[config.mk]
export PLATFORM = sky130hd
export DESIGN_NAME = axi4_lite_slave_regs
export DESIGN_NICKNAME = d
export VERILOG_FILES = /design/src/rtl/axi4_lite_slave_regs.sv
export SDC_FILE = /design/constraint.sdc
export NUM_CORES = 1
export LEC_CHECK = 0
export ABC_AREA = 1
export CORE_MARGIN = 1
export CORE_UTILIZATION = 52
export CTS_CLUSTER_SIZE = 40
export DETAILED_ROUTE_END_ITERATION = 8
export PLACE_DENSITY = 0.84
export REMOVE_ABC_BUFFERS = 1
export SLEW_MARGIN = 20
export SYNTH_ARGS = -nofsm -noshare
export SYNTH_HDL_FRONTEND = slang
export SYNTH_SLANG_ARGS = --single-unit
[constraint.sdc]
create_clock -name clk -period 5.8 [get_ports clk]
set_input_delay 1.16 -clock clk [delete_from_list [all_inputs] [get_ports clk]]
set_output_delay 1.16 -clock clk [all_outputs]
set_load 0.005 [all_outputs]
[src/rtl/axi4_lite_slave_regs.sv]
`default_nettype none
// ============================================================================
// Module   : axi4_lite_slave_regs
// Purpose  : AXI4-Lite responder backed by NUM_REGS 32-bit read/write
//            registers decoded at BASE_ADDR (word aligned). Register
//            contents are exported to fabric logic together with a one-cycle
//            per-register write strobe.
// Ports    : clk, rst (sync, active-high)
//            AW : s_awaddr, s_awcache, s_awprot, s_awvalid, s_awready
//            W  : s_wdata, s_wstrb, s_wvalid, s_wready
//            B  : s_bresp, s_bvalid, s_bready
//            AR : s_araddr, s_arcache, s_arprot, s_arvalid, s_arready
//            R  : s_rdata, s_rresp, s_rvalid, s_rready
//            reg_out  : register k at [32k+31:32k]
//            wr_pulse : bit k pulses for one cycle when register k is written
// Revision : 1.0 - initial release
// ============================================================================
module axi4_lite_slave_regs #(
    parameter int          NUM_REGS    = 8,
    parameter logic [31:0] BASE_ADDR   = 32'h0000_0000,
    parameter logic [31:0] RESET_VALUE = 32'h0000_0000
) (
    input  logic                     clk,
    input  logic                     rst,
    input  logic [31:0]              s_awaddr,
    input  logic [3:0]               s_awcache,
    input  logic [2:0]               s_awprot,
    input  logic                     s_awvalid,
    output logic                     s_awready,
    input  logic [31:0]              s_wdata,
    input  logic [3:0]               s_wstrb,
    input  logic                     s_wvalid,
    output logic                     s_wready,
    output logic [1:0]               s_bresp,
    output logic                     s_bvalid,
    input  logic                     s_bready,
    input  logic [31:0]              s_araddr,
    input  logic [3:0]               s_arcache,
    input  logic [2:0]               s_arprot,
    input  logic                     s_arvalid,
    output logic                     s_arready,
    output logic [31:0]              s_rdata,
    output logic [1:0]               s_rresp,
    output logic                     s_rvalid,
    input  logic                     s_rready,
    output logic [NUM_REGS*32-1:0]   reg_out,
    output logic [NUM_REGS-1:0]      wr_pulse
);

    localparam int          c_IDX_W       = (NUM_REGS > 1) ? $clog2(NUM_REGS) : 1;
    localparam logic [31:0] c_SPAN        = 32'(NUM_REGS * 4);
    localparam logic [1:0]  c_RESP_OKAY   = 2'b00;
    localparam logic [1:0]  c_RESP_SLVERR = 2'b10;

    logic [31:0]         r_regs [NUM_REGS];
    logic                r_aw_held;
    logic [31:0]         r_aw_addr;
    logic                r_w_held;
    logic [31:0]         r_w_data;
    logic [3:0]          r_w_strb;
    logic                r_bvalid;
    logic [1:0]          r_bresp;
    logic                r_rvalid;
    logic [1:0]          r_rresp;
    logic [31:0]         r_rdata;
    logic [NUM_REGS-1:0] r_wr_pulse;

    logic                w_aw_fire;
    logic                w_w_fire;
    logic                w_ar_fire;
    logic                w_commit;
    logic [32:0]         w_wr_diff;
    logic                w_wr_hit;
    logic [c_IDX_W-1:0]  w_wr_idx;
    logic [32:0]         w_rd_diff;
    logic                w_rd_hit;
    logic [c_IDX_W-1:0]  w_rd_idx;
    logic [NUM_REGS-1:0] w_wr_sel;
    logic [31:0]         w_rd_data;
    logic                w_unused;

    // Protection/cache attributes carry no meaning for a plain register file.
    assign w_unused = ^{s_awcache, s_awprot, s_arcache, s_arprot};

    // Readies come from registered state only, never from valid/ready inputs.
    assign s_awready = !r_aw_held && !r_bvalid;
    assign s_wready  = !r_w_held  && !r_bvalid;
    assign s_arready = !r_rvalid;

    assign w_aw_fire = s_awvalid && s_awready;
    assign w_w_fire  = s_wvalid  && s_wready;
    assign w_ar_fire = s_arvalid && s_arready;
    assign w_commit  = r_aw_held && r_w_held;

    // Decode via a 33-bit subtraction: bit 32 is the borrow, i.e. addr < BASE_ADDR.
    assign w_wr_diff = {1'b0, r_aw_addr} - {1'b0, BASE_ADDR};
    assign w_wr_hit  = !w_wr_diff[32] && (w_wr_diff[31:0] < c_SPAN);
    assign w_wr_idx  = w_wr_diff[c_IDX_W+1:2];
    assign w_rd_diff = {1'b0, s_araddr} - {1'b0, BASE_ADDR};
    assign w_rd_hit  = !w_rd_diff[32] && (w_rd_diff[31:0] < c_SPAN);
    assign w_rd_idx  = w_rd_diff[c_IDX_W+1:2];

    // One-hot write select and read mux; loops keep out-of-range indices
    // (non power-of-two NUM_REGS) from ever addressing a register.
    always_comb begin
        w_wr_sel  = '0;
        w_rd_data = '0;
        for (int k = 0; k < NUM_REGS; k++) begin
            if (w_commit && w_wr_hit && (w_wr_idx == c_IDX_W'(k))) begin
                w_wr_sel[k] = 1'b1;
            end
            if (w_rd_hit && (w_rd_idx == c_IDX_W'(k))) begin
                w_rd_data = r_regs[k];
            end
        end
    end

    // Write address / data holding registers and the response channel.
    always_ff @(posedge clk) begin
        if (rst) begin
            r_aw_held <= 1'b0;
            r_aw_addr <= '0;
            r_w_held  <= 1'b0;
            r_w_data  <= '0;
            r_w_strb  <= '0;
            r_bvalid  <= 1'b0;
            r_bresp   <= c_RESP_OKAY;
        end else begin
            if (w_aw_fire) begin
                r_aw_held <= 1'b1;
                r_aw_addr <= s_awaddr;
            end
            if (w_w_fire) begin
                r_w_held <= 1'b1;
                r_w_data <= s_wdata;
                r_w_strb <= s_wstrb;
            end
            if (w_commit) begin
                // Holds cannot refill here: both readies are low while held.
                r_aw_held <= 1'b0;
                r_w_held  <= 1'b0;
                r_bvalid  <= 1'b1;
                r_bresp   <= w_wr_hit ? c_RESP_OKAY : c_RESP_SLVERR;
            end else if (r_bvalid && s_bready) begin
                r_bvalid <= 1'b0;
            end
        end
    end

    // Register file with byte-lane merge.
    always_ff @(posedge clk) begin
        if (rst) begin
            for (int k = 0; k < NUM_REGS; k++) begin
                r_regs[k] <= RESET_VALUE;
            end
            r_wr_pulse <= '0;
        end else begin
            r_wr_pulse <= w_wr_sel;
            for (int k = 0; k < NUM_REGS; k++) begin
                if (w_wr_sel[k]) begin
                    for (int b = 0; b < 4; b++) begin
                        if (r_w_strb[b]) begin
                            r_regs[k][8*b +: 8] <= r_w_data[8*b +: 8];
                        end
                    end
                end
            end
        end
    end

    // Read channel. The read samples r_regs before any same-edge commit,
    // so a colliding read returns the pre-write value.
    always_ff @(posedge clk) begin
        if (rst) begin
            r_rvalid <= 1'b0;
            r_rresp  <= c_RESP_OKAY;
            r_rdata  <= '0;
        end else begin
            if (w_ar_fire) begin
                r_rvalid <= 1'b1;
                r_rdata  <= w_rd_data;
                r_rresp  <= w_rd_hit ? c_RESP_OKAY : c_RESP_SLVERR;
            end else if (r_rvalid && s_rready) begin
                r_rvalid <= 1'b0;
            end
        end
    end

    assign s_bvalid = r_bvalid;
    assign s_bresp  = r_bresp;
    assign s_rvalid = r_rvalid;
    assign s_rresp  = r_rresp;
    assign s_rdata  = r_rdata;
    assign wr_pulse = r_wr_pulse;

    generate
        for (genvar k = 0; k < NUM_REGS; k++) begin : g_reg_out
            assign reg_out[32*k +: 32] = r_regs[k];
        end
    endgenerate

endmodule
`default_nettype wire

==> results_dict.tcl, run 1 <==
set metrics [dict create \
    fin_total_pwr_mw 6.05 \
    synth_cells 1564 \
    status "complete, no violations" \
    synth_seq_area_share 0.649 \
    dr.pass1.iters 6 \
    drcViolationCount 0 \
    rsz0062_at_grt "no" \
    worstPathMaxFanout 89 \
    drt_wl_total_mm 49.5 \
    fillers 2034 \
    ff2ff_setup_slack_ns 2.82 \
    vias 13600 \
    setup-tns-final_ns 0 \
    start_util 0.530 \
    grt_pass1_vias 12800 \
    cts_resized 0 \
    arrival_ns 3.68 \
    ant_nets 0 \
    clkLatencyLatePin_ns 0.52 \
    dr.first_iter.drc_count 1519 \
    synth.distinct_cells 28 \
    yosysWarnings 0 \
    hold_viol_final 0 \
    cts_tree "yes" \
    drive_gt1_frac 0.0661 \
    syn_area_per_cell_sq_um 9.79 \
    htree_levels 2 \
    endpoint_kind "flip-flop" \
    postLayoutCellArea_sq_um 20900 \
    max_freq_mhz 308 \
    antenna_found_initial 1 \
    slowest_delay_ns 0.72 \
    fin_crit_sh 0.560 \
    cap_violations 0 \
    finalMaxSlewViolations 0 \
    wl_per_cell_um 21.0 \
    die_y_um 174 \
    ys_ff_latch 368 \
    clkSlewWorstSetupHoldPaths_ns 0.06 \
    min_period_ns 3.25 \
    synth_area_sq_um 15300 \
    cts_buffers 38 \
    power.density_nw_per_um2 290 \
    post-place-cells 2283 \
    dp_hpwl_mm 34.6 \
    final_nets 2060 \
    finClkSkew_ns 0.0113 \
    path_cells "clkdlybuf4s50_1 > nor3_1 > nand2_2 > nor2_8 > buf_4 > nand3_1 > nand4_1 > nor2_1 > nand4_1 > nand2_1 > a21oi_1" \
    area_growth_pct 36.3 \
    clock-sinks 368 \
    dpl-instance-area_sq_um 19600 \
    crit_top_cell "nand4_1" \
    grt-ovfl-total 0 \
    crit_type "primary input to flip-flop" \
    holdBufCountCts 0 \
    grt_max_degree 134 \
    grt_pass1_wl_mm 72.7 \
    ir_drop_mv 0.183 \
    finalSetupViolCount 0 \
    rows 62 \
    cp-start-kind "primary input" \
    gp_congestion 0.899 \
    core_sq_um 28900 \
    io_buffers 405 \
    drt-vias-per-instance 5.76 \
    hp-class "flip-flop to flip-flop" \
    hold_slack_ns 0.465 \
    ioPinCount 426 \
    p_leak_nw 7.68 \
    stdcell_count 2353 \
    worstPathRequired_ns 6.23 \
    cp_slowest_cell "buf_4" \
    die_w_um 174 \
    worstMarginPinSlew_ns 0.944 \
    cts_buffer_depth 3 \
    post-cts-setup-buffers 0 \
    cts-root-buf "clkbuf_16" \
    die_area_sq_um 30100 \
    grt_usage 0.318 \
    maxSlewHeadroom 0.370 \
]
==> through the flow <==
step / utilization / setup slack (ns)
after floorplan: - / 1.68
after global placement: 0.679 / 2.18
after detailed placement: 0.679 / 2.11
after CTS: 0.723 / 2.60
after global routing: 0.723 / 2.38
final: 0.723 / 2.55
==> worst max-delay path: cells and delay by family <==
| family | cells | cell delay (ns) |
|---|---|---|
| buffers and inverters | 2 | 1.12 |
| AND/OR/NAND/NOR | 8 | 1.25 |
| AO/OA/AOI/OAI | 1 | 0.13 |
==> per-layer routing <==
metal / share of wire / routed length [um] / GRT usage
met4: 0.043 / 2150 / 0.143
met5: 0 / 0 / 0
met3: 0.11 / 5200 / 0.0675
met1: 0.34 / 17000 / 0.366
met2: 0.51 / 25100 / 0.568
==> cells in the final DEF (no fill, tap or decap), types with 26 or more instances in the layout <==
| cell type | n |
|---|---|
| nor2_1 | 408 |
| clkdlybuf4s50_1 | 404 |
| edfxtp_1 | 256 |
| nand3_1 | 227 |
| nand2_1 | 141 |
| dfxtp_1 | 112 |
| inv_1 | 80 |
| o21ai_0 | 74 |
| nand4_1 | 66 |
| clkbuf_16 | 39 |
| a21oi_1 | 35 |
| nand2_2 | 26 |
==> final cells by class <==
| class | count | area [sq um] | area share |
|---|---|---|---|
| timing repair buffer | 426 | 4220 | 0.202 |
| sequential | 368 | 9930 | 0.476 |
| clock buffer | 52 | 1050 | 0.0506 |
| clock inverter | 17 | 216 | 0.0104 |
| inverter | 84 | 318 | 0.0152 |
| antenna | 1 | 2.50 | 0.000120 |
| tap | 384 | 480 | 0.0230 |
| multi-input combinational | 1021 | 4640 | 0.223 |
==> cells in the mapped netlist <==
master / count / area share
nor2_1: 413 / 0.10
edfxtp_1: 256 / 0.50
nand3_1: 227 / 0.074
nand2_1: 141 / 0.035
dfxtp_1: 112 / 0.15
inv_1: 80 / 0.020
o21ai_0: 76 / 0.025
nand4_1: 66 / 0.027
clkbuf_1: 49 / 0.012
a21oi_1: 35 / 0.011
nand2_2: 26 / 0.011
buf_2: 24 / 0.0078
nor3_1: 11 / 0.0036
buf_1: 9 / 0.0022
buf_6: 7 / 0.0051
nor2_4: 7 / 0.0051
nor4_1: 6 / 0.0025
a21oi_2: 5 / 0.0029
buf_4: 3 / 0.0015
clkinv_1: 2 / 0.00049
inv_2: 2 / 0.00049
and2_1: 1 / 0.00041
conb_1: 1 / 0.00024
nand2_4: 1 / 0.00074
nor2_2: 1 / 0.00041
nor2_8: 1 / 0.0013
o21a_1: 1 / 0.00049
or2_1: 1 / 0.00041
==> cell families after synthesis <==
logic type / synth area share
flops: 0.649
compound gates: 0.0396
other cells: 0.000245
simple gates: 0.262
buf+inv: 0.0493
==> registers in the layout, indices dropped and copies added, names as in the netlist <==
register	cells
s_rdata	32
r_w_data	32
s_rvalid	1
r_w_held	1
s_rresp	1
r_w_strb	4
r_regs	256
wr_pulse	8
r_aw_addr	30
s_bvalid	1
r_aw_held	1
s_bresp	1
==> report_power, final <==
part	internal [mW]	switching [mW]	leakage, nW
registers	2.93	0.0897	3.56
clock network	1.50	0.993	0.630
logic	0.244	0.287	3.49
total	4.68	1.37	7.68
==> final timing paths <==
path,start,to,cells past startpoint
setup / recovery,s_araddr[7],s_rdata[15]$_SDFFE_PP0P_,11
hold / removal,s_rdata[0]$_SDFFE_PP0P_,s_rdata[0]$_SDFFE_PP0P_,2
setup reg to reg,r_aw_addr[23]$_SDFFE_PP0P_,r_regs[1][103]$_DFFE_PP_,9
hold reg to reg,s_rdata[0]$_SDFFE_PP0P_,s_rdata[0]$_SDFFE_PP0P_,2
(Power assumes the default switching activity.)
==> run 2, diff against run 1 <==
--- a/config.mk
+++ b/config.mk
@@ -7,10 +7,10 @@
 export LEC_CHECK = 0
 export ABC_AREA = 1
 export CORE_MARGIN = 1
-export CORE_UTILIZATION = 52
+export CORE_UTILIZATION = 44
 export CTS_CLUSTER_SIZE = 40
 export DETAILED_ROUTE_END_ITERATION = 8
-export PLACE_DENSITY = 0.84
+export PLACE_DENSITY = 0.75
 export REMOVE_ABC_BUFFERS = 1
 export SLEW_MARGIN = 20
 export SYNTH_ARGS = -nofsm -noshare
==> constraint.sdc (replaced) <==
create_clock -name clk -period 2.9 [get_ports clk]
set_input_delay 0.58 -clock clk [delete_from_list [all_inputs] [get_ports clk]]
set_output_delay 0.58 -clock clk [all_outputs]
set_load 0.005 [all_outputs]
==> results_dict.tcl, run 2 (synthesis gave the netlist of run 1 again) <==
set metrics [dict create \
    die_w_um 189 \
    fin_crit_sh 0.873 \
    holdBufCountCts 0 \
    dr.first_iter.drc_count 1205 \
    area_growth_pct 40.1 \
    max_freq_mhz 395 \
    clkSlewWorstSetupHoldPaths_ns 0.06 \
    finalMaxSlewViolations 0 \
    final_nets 2114 \
    hp-class "primary input to flip-flop" \
    gp_congestion 0.872 \
    drcViolationCount 0 \
    finClkSkew_ns 0.0158 \
    ant_nets 0 \
    final_common_cell "nor2_1" \
    hold_viol_final 0 \
    wl_per_cell_um 20.7 \
    largest_register "r_regs" \
    setup-tns-final_ns 0 \
    min_period_ns 2.53 \
    grt_max_degree 70 \
    hp-start "rst" \
    reg2reg_from "r_aw_addr[29]$_SDFFE_PP0P_" \
    crit_type "flip-flop to flip-flop" \
    die_y_um 189 \
    arrival_ns 2.75 \
    clock-sinks 368 \
    cp-start-kind "flip-flop" \
    largest_reg_flops 256 \
    dr.pass1.iters 7 \
    status "complete, no violations" \
    finalSetupViolCount 0 \
    ioPinCount 426 \
    vias 13500 \
    hold_slack_ns 0.452 \
    antenna_found_initial 2 \
    post-cts-setup-buffers 0 \
    cts_tree "yes" \
    die_area_sq_um 35500 \
    grt_usage 0.281 \
    reg2reg_depth 8 \
    cap_violations 0 \
    grt-ovfl-total 0 \
    post-place-cells 2401 \
    hold_depth 3 \
    clkLatencyLatePin_ns 0.53 \
    cts_buffers 38 \
    drive_gt1_frac 0.0910 \
    rows 67 \
    grt_pass1_vias 13000 \
    diodes 0 \
    drt-vias-per-instance 5.46 \
    core_sq_um 33900 \
    ff2ff_setup_slack_ns 0.37 \
    p_leak_nw 7.95 \
    critPathLaunch "r_aw_addr[29]$_SDFFE_PP0P_" \
    power.density_nw_per_um2 559 \
    worstMarginPinSlew_ns 0.838 \
    worstPathMaxFanout 8 \
    cts-root-buf "clkbuf_16" \
    rsz0062_at_grt "no" \
    start_util 0.452 \
    endpoint_kind "flip-flop" \
    htree_levels 2 \
    cts_resized 0 \
    most-common-layout-cells "408 x nor2_1, 404 x clkdlybuf4s50_1, 256 x edfxtp_1" \
    io_buffers 405 \
    dp_hpwl_mm 36.9 \
    post-route-util 0.633 \
    cts_buffer_depth 3 \
    drt_wl_total_mm 51.0 \
    fillers 2706 \
    ir_drop_mv 0.376 \
    grt_pass1_wl_mm 75.6 \
    stdcell_count 2470 \
    maxSlewHeadroom 0.441 \
    worstPathRequired_ns 3.12 \
]
## run 2: cell types whose count changed in the layout (fill, tap and decap cells not counted), sizes merged
| cell | change |
|---|---|
| clkbuf | +4 |
| clkinv | -1 |
| bufinv | -3 |
| diode | -1 |
| buf | +54 |
## run 2: final timing paths
path / end
setup / recovery: r_regs[1][114]$_DFFE_PP_
hold reg to reg: s_rdata[2]$_SDFFE_PP0P_
hold / removal: s_rvalid$_SDFFE_PP0P_
setup reg to reg: r_regs[1][114]$_DFFE_PP_
## run 2: metal layers
layer | vias up | share of wire | wire length, um | track usage
li1 | 6186 | - | - | -
met4 | 2 | 0.042 | 2120 | 0.116
met5 | - | 0.00016 | 8 | 0
met1 | 6398 | 0.37 | 19000 | 0.341
met2 | 771 | 0.48 | 24600 | 0.476
met3 | 127 | 0.10 | 5240 | 0.0697
## run 2: critical path, stage by stage (launching register included)
cell     delay [ns]
dfxtp_1        0.32
nor4_1         0.38
nand4_1        0.21
nor2_4         0.20
nand2_2        0.14
inv_1          0.10
nand3_1        0.35
o21ai_0        0.29
buf_4          0.24
## run 2: layout make-up
| cell class | count | area [sq um] | area share |
|---|---|---|---|
| Multi-Input combinational cell | 1021 | 4680 | 0.218 |
| Tap cell | 448 | 561 | 0.0261 |
| Clock inverter | 13 | 115 | 0.00537 |
| Inverter | 84 | 318 | 0.0148 |
| Sequential cell | 368 | 9930 | 0.463 |
| Timing Repair Buffer | 480 | 4740 | 0.221 |
| Clock buffer | 56 | 1110 | 0.0519 |
## run 2: metrics by stage
step	cell area (sq um)	power, mW	worst slack (ns)
final	21500	12.0	0.367
after floorplan	14900	6.48	-0.641
after global routing	21500	12.3	0.173
after detailed placement	20200	7.26	0.169
after global placement	20200	7.23	0.193
after CTS	21500	12.0	0.343
## run 2: where the power goes
part / switching [mW] / internal [mW]
logic: 0.590 / 0.521
clock network: 1.98 / 2.84
registers: 0.178 / 5.87
total: 2.75 / 9.23
